<file path="src/rtl/div_pkg.sv">
// Shared definitions for the HI/LO radix-2 restoring divider: widths, state
// encoding, handshake levels and the operand-preparation helpers.
package div_pkg;

    localparam int REG_BUS = 32;
    localparam int CNT_W   = 6;

    localparam logic [CNT_W-1:0] DIV_ITERS = 6'd32;
    localparam logic [CNT_W-1:0] CNT_ONE   = 6'd1;

    localparam logic DIV_RESULT_READY     = 1'b1;
    localparam logic DIV_RESULT_NOT_READY = 1'b0;
    localparam logic DIV_START            = 1'b1;
    localparam logic DIV_STOP             = 1'b0;

    typedef enum logic [1:0] {
        DIV_FREE    = 2'b00,
        DIV_BY_ZERO = 2'b01,
        DIV_ON      = 2'b10,
        DIV_END     = 2'b11
    } div_state_e;

    // Everything latched at launch: unsigned magnitudes plus the two sign fixes
    // still owed at the end of the iterations.
    typedef struct packed {
        logic [REG_BUS-1:0] mag_dividend;
        logic [REG_BUS-1:0] mag_divisor;
        logic               neg_quo;
        logic               neg_rem;
    } div_setup_t;

    function automatic logic [REG_BUS-1:0] cond_negate(
        input logic [REG_BUS-1:0] v,
        input logic               neg
    );
        return neg ? -v : v;
    endfunction

    function automatic div_setup_t prepare(
        input logic               is_signed,
        input logic [REG_BUS-1:0] dividend,
        input logic [REG_BUS-1:0] divisor
    );
        div_setup_t s;
        s.mag_dividend = cond_negate(dividend, is_signed & dividend[REG_BUS-1]);
        s.mag_divisor  = cond_negate(divisor,  is_signed & divisor[REG_BUS-1]);
        s.neg_quo      = is_signed & (dividend[REG_BUS-1] ^ divisor[REG_BUS-1]);
        s.neg_rem      = is_signed & dividend[REG_BUS-1];
        return s;
    endfunction

endpackage

</file>
<file path="src/rtl/div_if.sv">
// Launch/result handshake between the execute stage (master) and the divider
// (slave). Names keep the pipeline's _i/_o view from the divider side.
interface div_if;
    import div_pkg::*;

    logic                   signed_div_i;
    logic [REG_BUS-1:0]     opdata1_i;
    logic [REG_BUS-1:0]     opdata2_i;
    logic                   start_i;
    logic                   annul_i;
    logic [2*REG_BUS-1:0]   result_o;
    logic                   ready_o;

    modport master (
        output signed_div_i, opdata1_i, opdata2_i, start_i, annul_i,
        input  result_o, ready_o
    );

    modport slave (
        input  signed_div_i, opdata1_i, opdata2_i, start_i, annul_i,
        output result_o, ready_o
    );

endinterface

</file>
<file path="src/rtl/div.sv">
// Multi-cycle 32-bit DIV/DIVU: one quotient bit per cycle, result {rem, quo}
// held on result_o while start_i stays high after ready_o.
module div
    import div_pkg::*;
(
    input  logic  clk,
    input  logic  rst,
    div_if.slave  bus
);

    div_state_e             r_state;
    div_state_e             w_next_state;
    logic [CNT_W-1:0]       r_cnt;
    logic [REG_BUS-1:0]     r_quo;
    logic [REG_BUS-1:0]     r_rem;
    logic [REG_BUS-1:0]     r_divisor;
    logic                   r_neg_quo;
    logic                   r_neg_rem;
    logic [2*REG_BUS-1:0]   r_result;
    logic                   r_ready;

    logic [REG_BUS:0]       w_partial;
    logic [REG_BUS-1:0]     w_diff;
    logic                   w_fits;
    logic                   w_launch;
    logic                   w_cancel;
    div_setup_t             w_setup;

    assign bus.result_o = r_result;
    assign bus.ready_o  = r_ready;

    assign w_launch = (bus.start_i == DIV_START) && !bus.annul_i;
    assign w_cancel = (bus.start_i == DIV_STOP) || bus.annul_i;
    assign w_setup  = prepare(bus.signed_div_i, bus.opdata1_i, bus.opdata2_i);

    // r_quo starts as the dividend magnitude and is shifted left each step, so
    // its MSB feeds the partial remainder while quotient bits enter at the LSB.
    // The compare is 33 bits wide; when it succeeds the true difference is below
    // the divisor, so the low 32 bits of the subtraction are exact.
    // NOTE: every always_comb output gets a value on all paths so no latch is inferred.
    always_comb begin
        w_partial = {r_rem, r_quo[REG_BUS-1]};
        w_fits    = (w_partial >= {1'b0, r_divisor});
        w_diff    = w_partial[REG_BUS-1:0] - r_divisor;
    end

    always_comb begin
        w_next_state = r_state;
        unique case (r_state)
            DIV_FREE: begin
                if (w_launch) begin
                    w_next_state = (bus.opdata2_i == '0) ? DIV_BY_ZERO : DIV_ON;
                end
            end
            DIV_BY_ZERO: w_next_state = DIV_END;
            DIV_ON: begin
                if (w_cancel) begin
                    w_next_state = DIV_FREE;
                end else if (r_cnt == DIV_ITERS) begin
                    w_next_state = DIV_END;
                end
            end
            DIV_END: begin
                if (w_cancel) begin
                    w_next_state = DIV_FREE;
                end
            end
            default: w_next_state = DIV_FREE;
        endcase
    end

    // NOTE: state and datapath use non-blocking assignments; the synchronous
    // reset clears every register, including the datapath, so no stale operand
    // can leak into a result after reset.
    always_ff @(posedge clk) begin
        if (rst) begin
            r_state   <= DIV_FREE;
            r_cnt     <= '0;
            r_quo     <= '0;
            r_rem     <= '0;
            r_divisor <= '0;
            r_neg_quo <= 1'b0;
            r_neg_rem <= 1'b0;
            r_result  <= '0;
            r_ready   <= DIV_RESULT_NOT_READY;
        end else begin
            r_state <= w_next_state;
            unique case (r_state)
                DIV_FREE: begin
                    r_result <= '0;
                    r_ready  <= DIV_RESULT_NOT_READY;
                    if (w_next_state == DIV_ON) begin
                        r_quo     <= w_setup.mag_dividend;
                        r_divisor <= w_setup.mag_divisor;
                        r_neg_quo <= w_setup.neg_quo;
                        r_neg_rem <= w_setup.neg_rem;
                        r_rem     <= '0;
                        r_cnt     <= '0;
                    end
                end
                DIV_BY_ZERO: begin
                    r_result <= '0;
                    r_ready  <= DIV_RESULT_READY;
                end
                DIV_ON: begin
                    if (w_next_state == DIV_FREE) begin
                        r_result <= '0;
                        r_ready  <= DIV_RESULT_NOT_READY;
                    end else if (r_cnt != DIV_ITERS) begin
                        r_rem <= w_fits ? w_diff : w_partial[REG_BUS-1:0];
                        r_quo <= {r_quo[REG_BUS-2:0], w_fits};
                        r_cnt <= r_cnt + CNT_ONE;
                    end else begin
                        r_result <= {cond_negate(r_rem, r_neg_rem),
                                     cond_negate(r_quo, r_neg_quo)};
                        r_ready  <= DIV_RESULT_READY;
                    end
                end
                DIV_END: begin
                    if (w_next_state == DIV_FREE) begin
                        r_result <= '0;
                        r_ready  <= DIV_RESULT_NOT_READY;
                    end
                end
                default: begin
                    r_result <= '0;
                    r_ready  <= DIV_RESULT_NOT_READY;
                end
            endcase
        end
    end

endmodule

</file>
<file path="src/flat_wrapper.sv">
// flat-port wrapper written by rule: the top's interface ports become plain ports
module div_flat import div_pkg::*;
  (clk, rst, bus_signed_div_i, bus_opdata1_i, bus_opdata2_i, bus_start_i, bus_annul_i, bus_result_o, bus_ready_o);
  div_if bus_i ();
  input  logic clk;
  input  logic rst;
  input wire logic [$bits(bus_i.signed_div_i)-1:0] bus_signed_div_i;
  input wire logic [$bits(bus_i.opdata1_i)-1:0] bus_opdata1_i;
  input wire logic [$bits(bus_i.opdata2_i)-1:0] bus_opdata2_i;
  input wire logic [$bits(bus_i.start_i)-1:0] bus_start_i;
  input wire logic [$bits(bus_i.annul_i)-1:0] bus_annul_i;
  output wire logic [$bits(bus_i.result_o)-1:0] bus_result_o;
  output wire logic [$bits(bus_i.ready_o)-1:0] bus_ready_o;
  assign bus_i.signed_div_i = bus_signed_div_i;
  assign bus_i.opdata1_i = bus_opdata1_i;
  assign bus_i.opdata2_i = bus_opdata2_i;
  assign bus_i.start_i = bus_start_i;
  assign bus_i.annul_i = bus_annul_i;
  assign bus_result_o = bus_i.result_o;
  assign bus_ready_o = bus_i.ready_o;
  div u_core (.clk(clk), .rst(rst), .bus(bus_i));
endmodule
</file>
<file path="config.mk">
export PLATFORM = sky130hd
export DESIGN_NAME = div_flat
export DESIGN_NICKNAME = d
export VERILOG_FILES = /design/src/rtl/div_pkg.sv /design/src/rtl/div_if.sv /design/src/rtl/div.sv /design/src/flat_wrapper.sv
export SDC_FILE = /design/constraint.sdc
export NUM_CORES = 1
export LEC_CHECK = 0
export ABC_AREA = 1
export CAP_MARGIN = 20
export CORE_ASPECT_RATIO = 1.1
export CORE_MARGIN = 3
export CORE_UTILIZATION = 49
export DETAILED_ROUTE_END_ITERATION = 16
export GPL_TIMING_DRIVEN = 1
export PLACE_DENSITY = 0.71
export RECOVER_POWER = 50
export SLEW_MARGIN = 20
export SYNTH_ARGS = -nofsm -noshare
export SYNTH_HDL_FRONTEND = slang
export SYNTH_SLANG_ARGS = --single-unit
</file>
<file path="constraint.sdc">
create_clock -name clk -period 2.63 [get_ports clk]
set_input_delay 0.263 -clock clk [delete_from_list [all_inputs] [get_ports clk]]
set_output_delay 0.263 -clock clk [all_outputs]
set_load 0.01 [all_outputs]
</file>
==> impl_metrics.json <==
{
  "status": "complete, no violations",
  "cts-hold-fix-buffers": 0,
  "arrival_ns": 2.72,
  "fin_nets": 2475,
  "hold_violations": 0,
  "dr.pass1.iters": 5,
  "area_growth_pct": 24.57,
  "cts_tree": "built",
  "synthesis.nets": 2286,
  "dieWidth_um": 160.7,
  "crit_required_ns": 2.91,
  "end_kind": "flop",
  "crit_chain": "inv_1 > ha_4 > nand2_1 > inv_1 > nand2_1 > nand2_1 > inv_1 > nand3_1 > nand2_1 > nand2_1 > nand2_1 > nand2_2 > buf_4 > nand3_1 > nand2_1 > nor2_1 > nand2_1 > a21oi_1",
  "clkTransAtPathRegs_ns": 0.07,
  "hold_start": "rst",
  "overflow": 0,
  "path_buf_inv": 4,
  "avgSynthCellArea_um2": 5.932,
  "r2r-end": "u_core.r_rem[18]$_SDFFE_PP0P_",
  "syn_inst": 2173,
  "seqPwrFrac_pct": 22.2,
  "slowest_stage": "dfxtp_1",
  "worst_slew_pin_slew_ns": 0.8431,
  "diodes": 0,
  "max_cap_viol_count": 0,
  "post-route-drc-count": 0,
  "rr_worst_depth": 18,
  "io_pins": 134,
  "die-area_mm2": 0.02829,
  "hp-class": "in2reg",
  "start_util_pct": 50.42,
  "p_sw_mw": 8.176,
  "min_to": "u_core.r_quo[30]$_SDFFE_PP0P_",
  "cts_sinks": 171,
  "reg2reg_from": "u_core.r_divisor[7]$_SDFFE_PP0P_",
  "p_sw_share_pct": 50.17,
  "grt_pass1_vias": 13110,
  "slowest_delay_ns": 0.35,
  "vias_per_cell": 5.297,
  "fin_crit_sh_pct": 92.93,
  "antenna_left": 0,
  "drt_first_iter_violations": 1160,
  "netlist_area_mm2": 0.01289,
  "setup-tns-final_ns": 0,
  "clk_path_buf_depth": 2,
  "slew_violations": 0,
  "placed_area_mm2": 0.01529,
  "final_common_cell": "nand2_1",
  "routedWlPerCell_um": 15.90,
  "place.gp.congestion": 0.9488,
  "die_y_um": 176.1,
  "dpl.hpwl_mm": 34.30,
  "io_buffers": 133,
  "h-tree-depth": 4,
  "antenna_found_initial": 0,
  "clockPowerShare_pct": 15.6,
  "finalSetupViolCount": 0,
  "fmax_mhz": 409.2,
  "clock_latency_ns": 0.43,
  "p_int_mw": 8.120,
  "critPathTopFamily": "simple AND/OR/NAND/NOR gates",
  "p_leak_nw": 7.753,
  "synthArstFlopShare_pct": 0,
  "ys_types": 45,
  "routed_wl_mm": 43.26,
  "grt_use_total_pct": 29.92,
  "ys_seq_area_share_pct": 26.56,
  "synth_top_flop_cell": "dfxtp_1",
  "peakVddDrop_mv": 0.5642,
  "combinationalPowerShare_pct": 62.1,
  "drive_gt1_share_pct": 9.137,
  "rsz0062_at_grt": "false",
  "startpoint_type": "flop",
  "core_region_area_mm2": 0.02557,
  "crit_top_cell": "nand2_1",
  "skew_ns": 0.01340,
  "holdPathStages": 5,
  "power_density_mw_per_mm2": 1015,
  "path_max_fanout": 6,
  "synth_edf_count": 0,
  "finalInstanceArea_mm2": 0.01606,
  "rows": 61,
  "layout_common_cells": "nand2_1, nor2_1, inv_1",
  "synth_seq_cells": 171,
  "cts_buffers": 17,
  "root_buffer": "clkbuf_16",
  "ys_warn_count": 0,
  "grt_max_degree": 103,
  "relSlewSlack_pct": 43.79,
  "rrSetupSlack_ns": 0.19,
  "period_minus_slack_ns": 2.444,
  "fin_hold_ws_ns": 0.4050,
  "grt_pass1_wl_mm": 68.21,
  "crit_type": "reg2reg",
  "num_vias": 14410
}
==> how the worst max path moves through the flow <==
stage	from	endpoint	depth (start not counted)
floorplan	u_core.r_rem[7]$_SDFFE_PP0P_	u_core.r_rem[2]$_SDFFE_PP0P_	17
global placement	bus_opdata2_i[1]	u_core.bus.result_o[23]$_SDFFE_PP0P_	14
detailed placement	bus_opdata2_i[1]	u_core.bus.result_o[23]$_SDFFE_PP0P_	14
CTS	u_core.r_divisor[7]$_SDFFE_PP0P_	u_core.r_rem[2]$_SDFFE_PP0P_	16
global route	u_core.r_divisor[7]$_SDFFE_PP0P_	u_core.r_rem[21]$_SDFFE_PP0P_	19
finish	u_core.r_divisor[7]$_SDFFE_PP0P_	u_core.r_rem[18]$_SDFFE_PP0P_	18
==> power groups by stage <==
stage | clock network, mW | registers [mW] | logic (mW)
2_1_floorplan | 0 | 3.56 | 6.52
3_3_place_gp | 0 | 3.63 | 9.67
3_5_place_dp | 0 | 3.65 | 9.78
4_1_cts | 2.57 | 3.59 | 9.83
5_1_grt | 2.69 | 3.67 | 11.4
6_report | 2.54 | 3.63 | 10.1
==> tightest hold or removal path: stages <==
cell and delay (ns):
buf_2 0.09, inv_2 0.04, buf_12 0.22, nand2_1 0.11
a21oi_1 0.03
==> cells in the mapped netlist (8+ instances only) <==
| master | n | share of area [%] |
|---|---|---|
| nand4_1 | 18 | 0.87 |
| o211a_1 | 13 | 1.0 |
| xor2_1 | 77 | 5.2 |
| a21oi_1 | 173 | 6.7 |
| inv_1 | 275 | 8.0 |
| ha_1 | 43 | 4.2 |
| o22ai_1 | 8 | 0.39 |
| o21ai_1 | 8 | 0.31 |
| dfxtp_1 | 171 | 27 |
| nand2_1 | 603 | 18 |
| nor2_1 | 290 | 8.4 |
| o21ai_0 | 168 | 6.5 |
| nor3_1 | 18 | 0.70 |
| clkbuf_1 | 47 | 1.4 |
| buf_4 | 8 | 0.47 |
| buf_2 | 22 | 0.85 |
| nand3_1 | 138 | 5.4 |
| or2_2 | 13 | 0.63 |
| xnor2_1 | 19 | 1.3 |
==> registers in the layout, indices dropped and copies added, names as in the netlist, 2 cells and up <==
register and count:
u_core.r_rem 32, u_core.r_divisor 32, u_core.r_state 2, u_core.r_quo 32, u_core.r_cnt 6, u_core.bus.result_o 64
==> per-stage QoR <==
stage               std cells  power (mW)  utilization (%)  setup slack [ns]
finish                   2721       16.30            62.80            0.1860
global route             2721       17.73            62.80          0.001629
CTS                      2720       16.00            62.09           0.03525
detailed placement       2688       13.43            59.79          -0.04415
global placement         2688       13.30            59.79          -0.03119
floorplan                2173       10.09                -            0.4941
==> cell families after synthesis <==
| family | Yosys count | synth area share [%] |
|---|---|---|
| buffers and inverters | 362 | 11.17 |
| adders and majority gates | 44 | 4.329 |
| and+or+nand+nor | 1108 | 35.18 |
| DFF | 171 | 26.56 |
| muxes | 1 | 0.07765 |
| AOI/OAI and AO/OA | 391 | 16.16 |
| xor gates and xnor gates | 96 | 6.522 |
==> layer usage <==
metal,vias to the layer above,track usage (%),wire length (um)
li1,7304,-,-
met1,6645,39.90,19260
met2,410,50.92,20650
met3,53,3.355,2211
met4,0,9.186,1143
met5,-,0,0
==> final cells by class <==
type,count,area (um2)
clock buffers,18,439.2
clock inverters,14,148.9
fillers,2536,9510
inverters,278,1046
multi-input cells,1640,8215
flip-flops and latches,171,3426
well taps,346,432.9
repair buffers,254,2350
==> timing repair <==
item / CTS / global route
gates resized for setup: 0 / 44
endpoints found under the hold margin: 0 / 0
setup buffers: 0 / 1
setup endpoints to repair: 0 / 43
No activity file was read; power rests on OpenSTA's default activity.
